[config.mk]
export PLATFORM = sky130hd
export DESIGN_NAME = adc_scan_sequencer
export DESIGN_NICKNAME = d
export VERILOG_FILES = /design/src/rtl/adc_scan_sequencer.sv
export SDC_FILE = /design/constraint.sdc
export NUM_CORES = 1
export LEC_CHECK = 0
export ABC_CLOCK_PERIOD_IN_PS = 2900
export CAP_MARGIN = 20
export CELL_PAD_IN_SITES_DETAIL_PLACEMENT = 0
export CELL_PAD_IN_SITES_GLOBAL_PLACEMENT = 1
export CORE_AREA = 2 2 122 77
export CTS_CLUSTER_SIZE = 20
export DETAILED_ROUTE_END_ITERATION = 10
export DIE_AREA = 0 0 124 79
export GPL_TIMING_DRIVEN = 0
export HOLD_SLACK_MARGIN = 0.02
export PLACE_DENSITY = 0.75
export SETUP_SLACK_MARGIN = 0.3
export SLEW_MARGIN = 10
export SYNTH_ARGS = -nofsm -noshare
export SYNTH_HDL_FRONTEND = slang
export SYNTH_SLANG_ARGS = --single-unit
export TNS_END_PERCENT = 50
[constraint.sdc]
create_clock -name clk -period 2.9 [get_ports clk]
set_input_delay 0.435 -clock clk [delete_from_list [all_inputs] [get_ports clk]]
set_output_delay 0.435 -clock clk [all_outputs]
set_load 0.05 [all_outputs]
[src/rtl/adc_scan_sequencer.sv]
// adc_scan_sequencer
// Continuous round-robin scanner for an ADC128S022-style 4-wire SPI ADC.
// It drives CS/SCLK/DIN itself (SCLK = clk/2) and deserialises DOUT.
// It keeps one 12-bit result per channel and raises a one-cycle scan_done
// when a full set of channels has been refreshed.
// The ADC converts the channel addressed in the previous frame. Because of
// that, the first frame after IDLE only primes the pipeline and its data is
// dropped.

module adc_scan_sequencer #(
  parameter int unsigned NUM_CH  = 4,
  parameter logic [11:0] THRESH  = 12'd2048,
  parameter int unsigned GAP_CYC = 4
) (
  input  logic                    clk,
  input  logic                    rst,
  input  logic                    enable,
  output logic                    sclk,
  output logic                    cs,
  output logic                    din,
  input  logic                    dout,
  output logic [12*NUM_CH-1:0]    adc_data,
  output logic [NUM_CH-1:0]       line_bits,
  output logic                    scan_done,
  output logic                    busy
);

  typedef enum logic [2:0] {IDLE, SETUP, SHIFT, HOLD, GAP} state_e;

  // One counter serves both SHIFT (0..31) and GAP (0..GAP_CYC-1).
  localparam int unsigned      CNT_W      = (GAP_CYC > 32) ? $clog2(GAP_CYC) : 5;
  localparam logic [CNT_W-1:0] SHIFT_LAST = CNT_W'(31);
  localparam logic [CNT_W-1:0] GAP_LAST   = CNT_W'(GAP_CYC - 1);
  localparam logic [2:0]       LAST_CH    = 3'(NUM_CH - 1);

  state_e                state_q,     state_d;
  logic [CNT_W-1:0]      cnt_q,       cnt_d;
  logic [2:0]            addr_ptr_q,  addr_ptr_d;
  logic [2:0]            send_addr_q, send_addr_d;
  logic [2:0]            conv_ch_q,   conv_ch_d;
  logic                  primed_q,    primed_d;
  // Only the last 12 bits of a frame matter; the 4 leading zeros are
  // shifted out of the top of this register and never stored.
  logic [11:0]           shreg_q,     shreg_d;
  logic                  sclk_q,      sclk_d;
  logic                  cs_q,        cs_d;
  logic                  din_q,       din_d;
  logic [12*NUM_CH-1:0]  adc_data_q,  adc_data_d;
  logic [NUM_CH-1:0]     line_bits_q, line_bits_d;
  logic                  scan_done_q, scan_done_d;
  logic                  busy_q,      busy_d;

  // Address bits go out MSB first on SCLK falls of bit slots 2, 3 and 4.
  function automatic logic addr_bit(input logic [2:0] addr, input logic [3:0] b);
    case (b)
      4'd2:    return addr[2];
      4'd3:    return addr[1];
      4'd4:    return addr[0];
      default: return 1'b0;
    endcase
  endfunction

  // Next-state and next-output logic. Outputs are computed for the state
  // being entered, so every port comes straight from a flop.
  always_comb begin
    // NOTE: every _d starts from its _q (or an inactive value) so that a
    // branch that does not mention a signal holds it instead of inferring a latch.
    state_d     = state_q;
    cnt_d       = cnt_q;
    addr_ptr_d  = addr_ptr_q;
    send_addr_d = send_addr_q;
    conv_ch_d   = conv_ch_q;
    primed_d    = primed_q;
    shreg_d     = shreg_q;
    sclk_d      = sclk_q;
    cs_d        = cs_q;
    din_d       = din_q;
    adc_data_d  = adc_data_q;
    line_bits_d = line_bits_q;
    scan_done_d = 1'b0;

    case (state_q)
      IDLE: begin
        if (enable) begin
          state_d     = SETUP;
          cs_d        = 1'b0;
          send_addr_d = addr_ptr_q;
        end
      end

      SETUP: begin
        state_d = SHIFT;
        cnt_d   = '0;
        sclk_d  = 1'b0;
        din_d   = 1'b0;
      end

      SHIFT: begin
        cnt_d = cnt_q + CNT_W'(1);
        if (!cnt_q[0]) begin
          // Rising SCLK: DOUT has had half an SCLK period to settle.
          sclk_d  = 1'b1;
          shreg_d = {shreg_q[10:0], dout};
        end else if (cnt_q != SHIFT_LAST) begin
          // Falling SCLK for the next bit slot; DIN holds through the rise.
          sclk_d = 1'b0;
          din_d  = addr_bit(send_addr_q, cnt_q[4:1] + 4'd1);
        end else begin
          state_d = HOLD;
          cs_d    = 1'b1;
          sclk_d  = 1'b1;
          din_d   = 1'b0;
          if (primed_q) begin
            for (int i = 0; i < NUM_CH; i++) begin
              if (conv_ch_q == 3'(i)) adc_data_d[12*i +: 12] = shreg_q;
            end
            scan_done_d = (conv_ch_q == LAST_CH);
          end else begin
            primed_d = 1'b1;
          end
          conv_ch_d  = send_addr_q;
          addr_ptr_d = (addr_ptr_q == LAST_CH) ? 3'd0 : addr_ptr_q + 3'd1;
        end
      end

      HOLD: begin
        state_d = GAP;
        cnt_d   = '0;
      end

      GAP: begin
        if (cnt_q == GAP_LAST) begin
          if (enable) begin
            state_d     = SETUP;
            cs_d        = 1'b0;
            send_addr_d = addr_ptr_q;
          end else begin
            state_d    = IDLE;
            primed_d   = 1'b0;
            addr_ptr_d = 3'd0;
          end
        end else begin
          cnt_d = cnt_q + CNT_W'(1);
        end
      end

      default: state_d = IDLE;
    endcase

    // Line bits refresh together with the final slot of a scan, using the
    // value being stored in this same cycle.
    if (scan_done_d) begin
      for (int i = 0; i < NUM_CH; i++) begin
        line_bits_d[i] = (adc_data_d[12*i +: 12] > THRESH);
      end
    end

    busy_d = (state_d != IDLE);
  end

  // State and output registers; reset abandons any frame in flight.
  always_ff @(posedge clk or posedge rst) begin
    if (rst) begin
      state_q     <= IDLE;
      cnt_q       <= '0;
      addr_ptr_q  <= 3'd0;
      send_addr_q <= 3'd0;
      conv_ch_q   <= 3'd0;
      primed_q    <= 1'b0;
      shreg_q     <= '0;
      sclk_q      <= 1'b1;
      cs_q        <= 1'b1;
      din_q       <= 1'b0;
      // NOTE: the result slots are plain flops, not a RAM, so they can be
      // and are cleared by reset like the rest of the state.
      adc_data_q  <= '0;
      line_bits_q <= '0;
      scan_done_q <= 1'b0;
      busy_q      <= 1'b0;
    end else begin
      // NOTE: non-blocking assignments so every flop samples the pre-edge
      // values computed above, independent of statement order.
      state_q     <= state_d;
      cnt_q       <= cnt_d;
      addr_ptr_q  <= addr_ptr_d;
      send_addr_q <= send_addr_d;
      conv_ch_q   <= conv_ch_d;
      primed_q    <= primed_d;
      shreg_q     <= shreg_d;
      sclk_q      <= sclk_d;
      cs_q        <= cs_d;
      din_q       <= din_d;
      adc_data_q  <= adc_data_d;
      line_bits_q <= line_bits_d;
      scan_done_q <= scan_done_d;
      busy_q      <= busy_d;
    end
  end

  assign sclk      = sclk_q;
  assign cs        = cs_q;
  assign din       = din_q;
  assign adc_data  = adc_data_q;
  assign line_bits = line_bits_q;
  assign scan_done = scan_done_q;
  assign busy      = busy_q;

endmodule

Word-level counts from Yosys, hierarchy flattened
Cells that the tools add are included.
{"block": "totals", "ff_bits": 87, "output_inout_bits": 57, "word_cells": 101, "inputBits": 4}
{"block": "classes", "reduce_logical": 16, "bitwise_logic": 2, "n_lt_le_gt_ge": 4, "n_eq_ne": 18, "n_addsub": 3, "n_mux": 44}
{"op": "$mux 48", "n": 4}
{"op": "$gt 12x12->1 const B", "n": 4}
{"op": "$mux 12", "n": 4}
{"op": "$mux 3", "n": 11}
{"op": "$eq 3x2->1 const B", "n": 5}
{"op": "$mux 1", "n": 15}
{"op": "$pmux 3 s5", "n": 1}
{"op": "$pmux 5 s3", "n": 1}
{"op": "$pmux 3 s2", "n": 2}
{"op": "$ne 2x2->1 const B", "n": 5}
{"op": "$reduce_bool 3->1", "n": 3}
{"op": "$eq 4x2->1 const B", "n": 2}
{"op": "$reduce_and 2->1", "n": 4}
{"op": "$eq 3x1->1 const B", "n": 2}
{"op": "$logic_not 3->1", "n": 2}
{"op": "$pmux 1 s2", "n": 3}
{"op": "$pmux 1 s3", "n": 2}
{"op": "$reduce_bool 2->1", "n": 3}
{"op": "$add 5x1->5 const B", "n": 1}
{"op": "$eq 5x2->1 const B", "n": 1}
{"op": "$mux 5", "n": 1}
{"op": "$ne 5x5->1 const B", "n": 1}
{"op": "$reduce_and 5->1", "n": 1}
{"op": "$add 4x1->4 const B", "n": 1}
{"op": "other kinds (7)", "n": 8}

Longest topological paths before layout
{"block": "logic_depth", "ltp_word": 7, "ltp_mapped": 8, "ltp_nobuf": 6}

Worst setup path after synthesis
OpenSTA, ideal clock, no wires.
{"block": "synth_timing", "path_kind": "reg2reg", "start": "register cnt_q[0]", "end": "register adc_data_q[12], in the netlist adc_data[12]", "arrival_time_ns": 2.255, "synth_period_minus_slack_ns": 2.380, "setup_time_ns": 0.125, "t_required_ns": 2.775, "slack_ns": 0.520, "n_path_buf": 2, "path_stages_with_launch": 9, "cell_sequence": "dfrtp_1 ha_1 and3_1 ha_1 clkbuf_1 nand2_1 nor3_1 buf_2 mux2_2"}
{"block": "synth_between", "elab_chain_len": 4}
{"element": "from (decl)", "line_no": "37", "rtl": "logic [CNT_W-1:0] cnt_q, cnt_d;"}
{"element": "from (signal assigned)", "line_no": "184", "rtl": "cnt_q <= cnt_d;"}
{"element": "$ne 5x5->1", "line_no": "104", "rtl": "end else if (cnt_q != SHIFT_LAST) begin"}
{"element": "$mux 48", "line_no": "104"}
{"element": "$mux 48 *", "line_no": "100", "rtl": "if (!cnt_q[0]) begin"}
{"element": "$mux 48 *", "line_no": "82", "rtl": "case (state_q)"}
{"element": "via adc_data_d[12]", "line_no": "48", "rtl": "logic [12*NUM_CH-1:0] adc_data_q, adc_data_d;"}
{"element": "to (signal assigned)", "line_no": "193", "rtl": "adc_data_q <= adc_data_d;"}
{"element": "to (decl)", "line_no": "48"}
Mark *: on every way through the listed nets, which the timed path passes. The rest lies on a longest branch.
A chain may end at the register's enable or synchronous reset.

Final worst setup path
{"block": "layout_timing", "start": "register cnt_q[1]", "end": "register adc_data_q[12], in the netlist adc_data[12]"}
{"block": "layout_between", "elab_chain_len": 4}
{"element": "$ne 5x5->1", "line_no": "104"}
{"element": "$mux 48", "line_no": "104"}
{"element": "$mux 48", "line_no": "100"}
{"element": "$mux 48", "line_no": "82"}
{"element": "via adc_data_d[12]", "line_no": "48"}
The timed path passes the listed nets, and every way through them passes these cells.

==> results.ini <==
[pwr]
leakagePower_nw = 2.24
pwr-share-clk_pct = 32.8
switchingPower_w = 0.00111
powerDensity_nw_per_um2 = 735
swShare_pct = 31.8
combPwrFrac_pct = 21.1
p_seq_share_pct = 46.1
ir_worst_vdd_v = 0.000337
p_int_w = 0.00238

[synth]
synthCells = 273
yosysSeqAreaShare_pct = 59.9
ys_ff_latch = 87
synth.distinct_cells = 43
async_flop_share_pct = 100
synth_ff_type = dfrtp_1
avgSynthCellArea_sq_um = 13.3
syn_area_sq_um = 3640
yosys_warnings = 0
syn_nets = 281
synth_edf_count = 0

[place]
hpwlAfterDp_um = 5900
place_ws_ns = -0.216
routabilityCongestion = 0.743
dpl_cell_area_sq_um = 4430
io_buffers = 60

[sta]
min_period_ns = 2.41
drv_slew = 0
clock_skew_ns = 0.00892
fin_ws_ns = 0.490
slew-limit-headroom_pct = 51.4
setup_violations = 0
setup-tns-final_ns = 0
post-route-period-util_pct = 83.1
rsz0062_at_grt = no
hold_ws_ns = 0.487
worst_slew_pin_slew_ns = 0.728
final_hold_viol_count = 0
fmax_mhz = 415

[clock_tree]
clk_path_buf_depth = 2
cts_tree = built
cts_setup_buffers = 0
clock-sinks = 87
h-tree-depth = 3
path_clk_slew_ns = 0.06
numCtsBuffers = 9
clock_latency_ns = 0.34
cts_root_buf = clkbuf_16
hold_buffers = 0

[route]
drt_iter0_drc = 95
wire_per_inst_um = 17.5
vias_per_cell = 5.33
antenna_left = 0
postRouteWirelength_um = 8180
firstDrtPassIters = 4
dr_total_vias = 2487
drc = 0

[final_layout]
nNetsFinal = 354
final_area_sq_um = 4750
area_delta_synth_final_pct = 30.4
antenna_cells = 0
drive_above_1_share_pct = 28.5

[setup_path]
crit_type = reg2reg
cp.arrival_ns = 2.63
crit_chain = ha_1, and3_1, ha_1, clkbuf_2, nand2_2, nor3_4, buf_4, mux2_2
crit_path_end_kind = flop
worstPathRequired_ns = 3.12
cp-start-kind = flop
slowest_stage = dfrtp_1
critPathMostFrequentCell = ha_1
max_stage_delay_ns = 0.43
path_max_fanout = 10

[grt]
grt_usage_pct = 18.2
grt_pass1_vias = 2409
grt_pass1_wl_um = 13200
grt_overflow = 0
grt_max_degree = 38
antenna_found_initial = 0

[min_path]
hold_class = in2async

[run]
cap_violations = 0

[floorplan]
fp.dieW_um = 124
die_h_um = 79
num_io_pins = 61
rows = 27
initial_utilization_pct = 41.4
die_area_sq_um = 9800
coreArea_sq_um = 8780

[status]
status = finished clean

what timing repair did:
action,CTS,global route
gates resized for setup,4,2
endpoints found under the hold margin,0,0
endpoints found under the setup margin,12,10
Yosys cell counts (3+ instances only):
| cell | count | area [sq um] |
|---|---|---|
| or3_1 | 3 | 18.8 |
| nand2_1 | 19 | 71.3 |
| nor2_1 | 6 | 22.5 |
| ha_1 | 4 | 50.1 |
| nor3_1 | 6 | 30.0 |
| a21oi_1 | 7 | 35.0 |
| a21o_1 | 3 | 22.5 |
| dfrtp_1 | 85 | 2130 |
| nor4_1 | 6 | 37.5 |
| o21ai_0 | 9 | 45.0 |
| buf_2 | 8 | 40.0 |
| inv_1 | 6 | 22.5 |
| mux2_2 | 65 | 732 |
| clkbuf_1 | 3 | 11.3 |
| nand3_1 | 5 | 25.0 |
| nor2b_1 | 4 | 25.0 |
metrics by stage:
step	util (%)	cells	total power, W
3_5_place_dp	50.4	451	0.00235
4_1_cts	54.0	467	0.00352
6_report	54.0	467	0.00349
5_1_grt	54.0	467	0.00368
2_1_floorplan	-	273	0.00208
3_3_place_gp	50.0	449	0.00233
power by group through the flow:
| stage | Combinational, W | Clock (W) | Sequential [W] |
|---|---|---|---|
| 5_1_grt | 0.000809 | 0.00124 | 0.00163 |
| 4_1_cts | 0.000735 | 0.00118 | 0.00160 |
| 2_1_floorplan | 0.000517 | 0 | 0.00156 |
| 6_report | 0.000735 | 0.00114 | 0.00161 |
| 3_3_place_gp | 0.000711 | 0 | 0.00162 |
| 3_5_place_dp | 0.000730 | 0 | 0.00162 |
registers in the layout (all words and copies together), names as in the netlist:
signal / cells
adc_data: 48
shreg_q: 12
cnt_q: 5
line_bits: 4
addr_ptr_q: 3
conv_ch_q: 3
send_addr_q: 3
state_q: 3
busy: 1
cs: 1
din: 1
primed_q: 1
scan_done: 1
sclk: 1
cells by family after synthesis:
logic type               synth area share, %
flip-flops                              59.9
AO/OA/AOI/OAI                           6.67
buffers and inverters                   2.03
multiplexers                            20.7
AND/OR/NAND/NOR                         9.14
XOR/XNOR                               0.241
adder cells (fa/ha/maj)                 1.38
path summary, 6_finish.rpt:
check,startpoint,slack [ns],depth (start not counted),end
setup / recovery,cnt_q[1],0.49,8,adc_data[12]
hold / removal,rst,0.49,2,adc_data[20]
setup reg to reg,cnt_q[1],0.49,8,adc_data[12]
hold reg to reg,line_bits[0],0.49,2,line_bits[0]
max in group asynchronous,rst,1.64,4,shreg_q[5]
min in group clk,line_bits[0],0.49,2,line_bits[0]
critical path: cells and delay by family (launching register included):
kind	cells	cell delay [ns]
adder cells (fa/ha/maj)	2	0.37
buffers and inverters	2	0.49
flip-flops	1	0.43
multiplexers	1	0.35
AND/OR/NAND/NOR	3	0.64
layout by cell type (no fill, tap or decap), types with 3 or more instances in the layout:
| cell | n |
|---|---|
| nand3_1 | 5 |
| or3_1 | 3 |
| nor4_1 | 6 |
| o21ai_0 | 9 |
| nand2_1 | 18 |
| a21oi_1 | 7 |
| clkbuf_16 | 9 |
| mux2_2 | 65 |
| nor2_1 | 6 |
| inv_1 | 5 |
| buf_2 | 7 |
| nor2b_1 | 4 |
| a21o_1 | 3 |
| nor3_1 | 5 |
| dfrtp_1 | 84 |
| clkdlybuf4s50_1 | 60 |
| ha_1 | 4 |
| clkbuf_1 | 3 |
cell type report:
type / count / area (sq um)
tap: 116 / 145
sequential: 87 / 2180
inverter: 6 / 26.3
buffer: 11 / 55.1
multi-input combinational: 169 / 1400
fill: 769 / 4040
clock inverter: 5 / 56.3
clock buffer: 11 / 243
timing repair buffer: 62 / 641
layer usage:
layer,wire (um),GRT usage (%),up-vias
met2,3350,23.5,77
met4,43,4.04,0
li1,-,-,1144
met3,539,6.03,4
met1,4260,29.1,1262
met5,0,0,-
(Power assumes the default switching activity.)
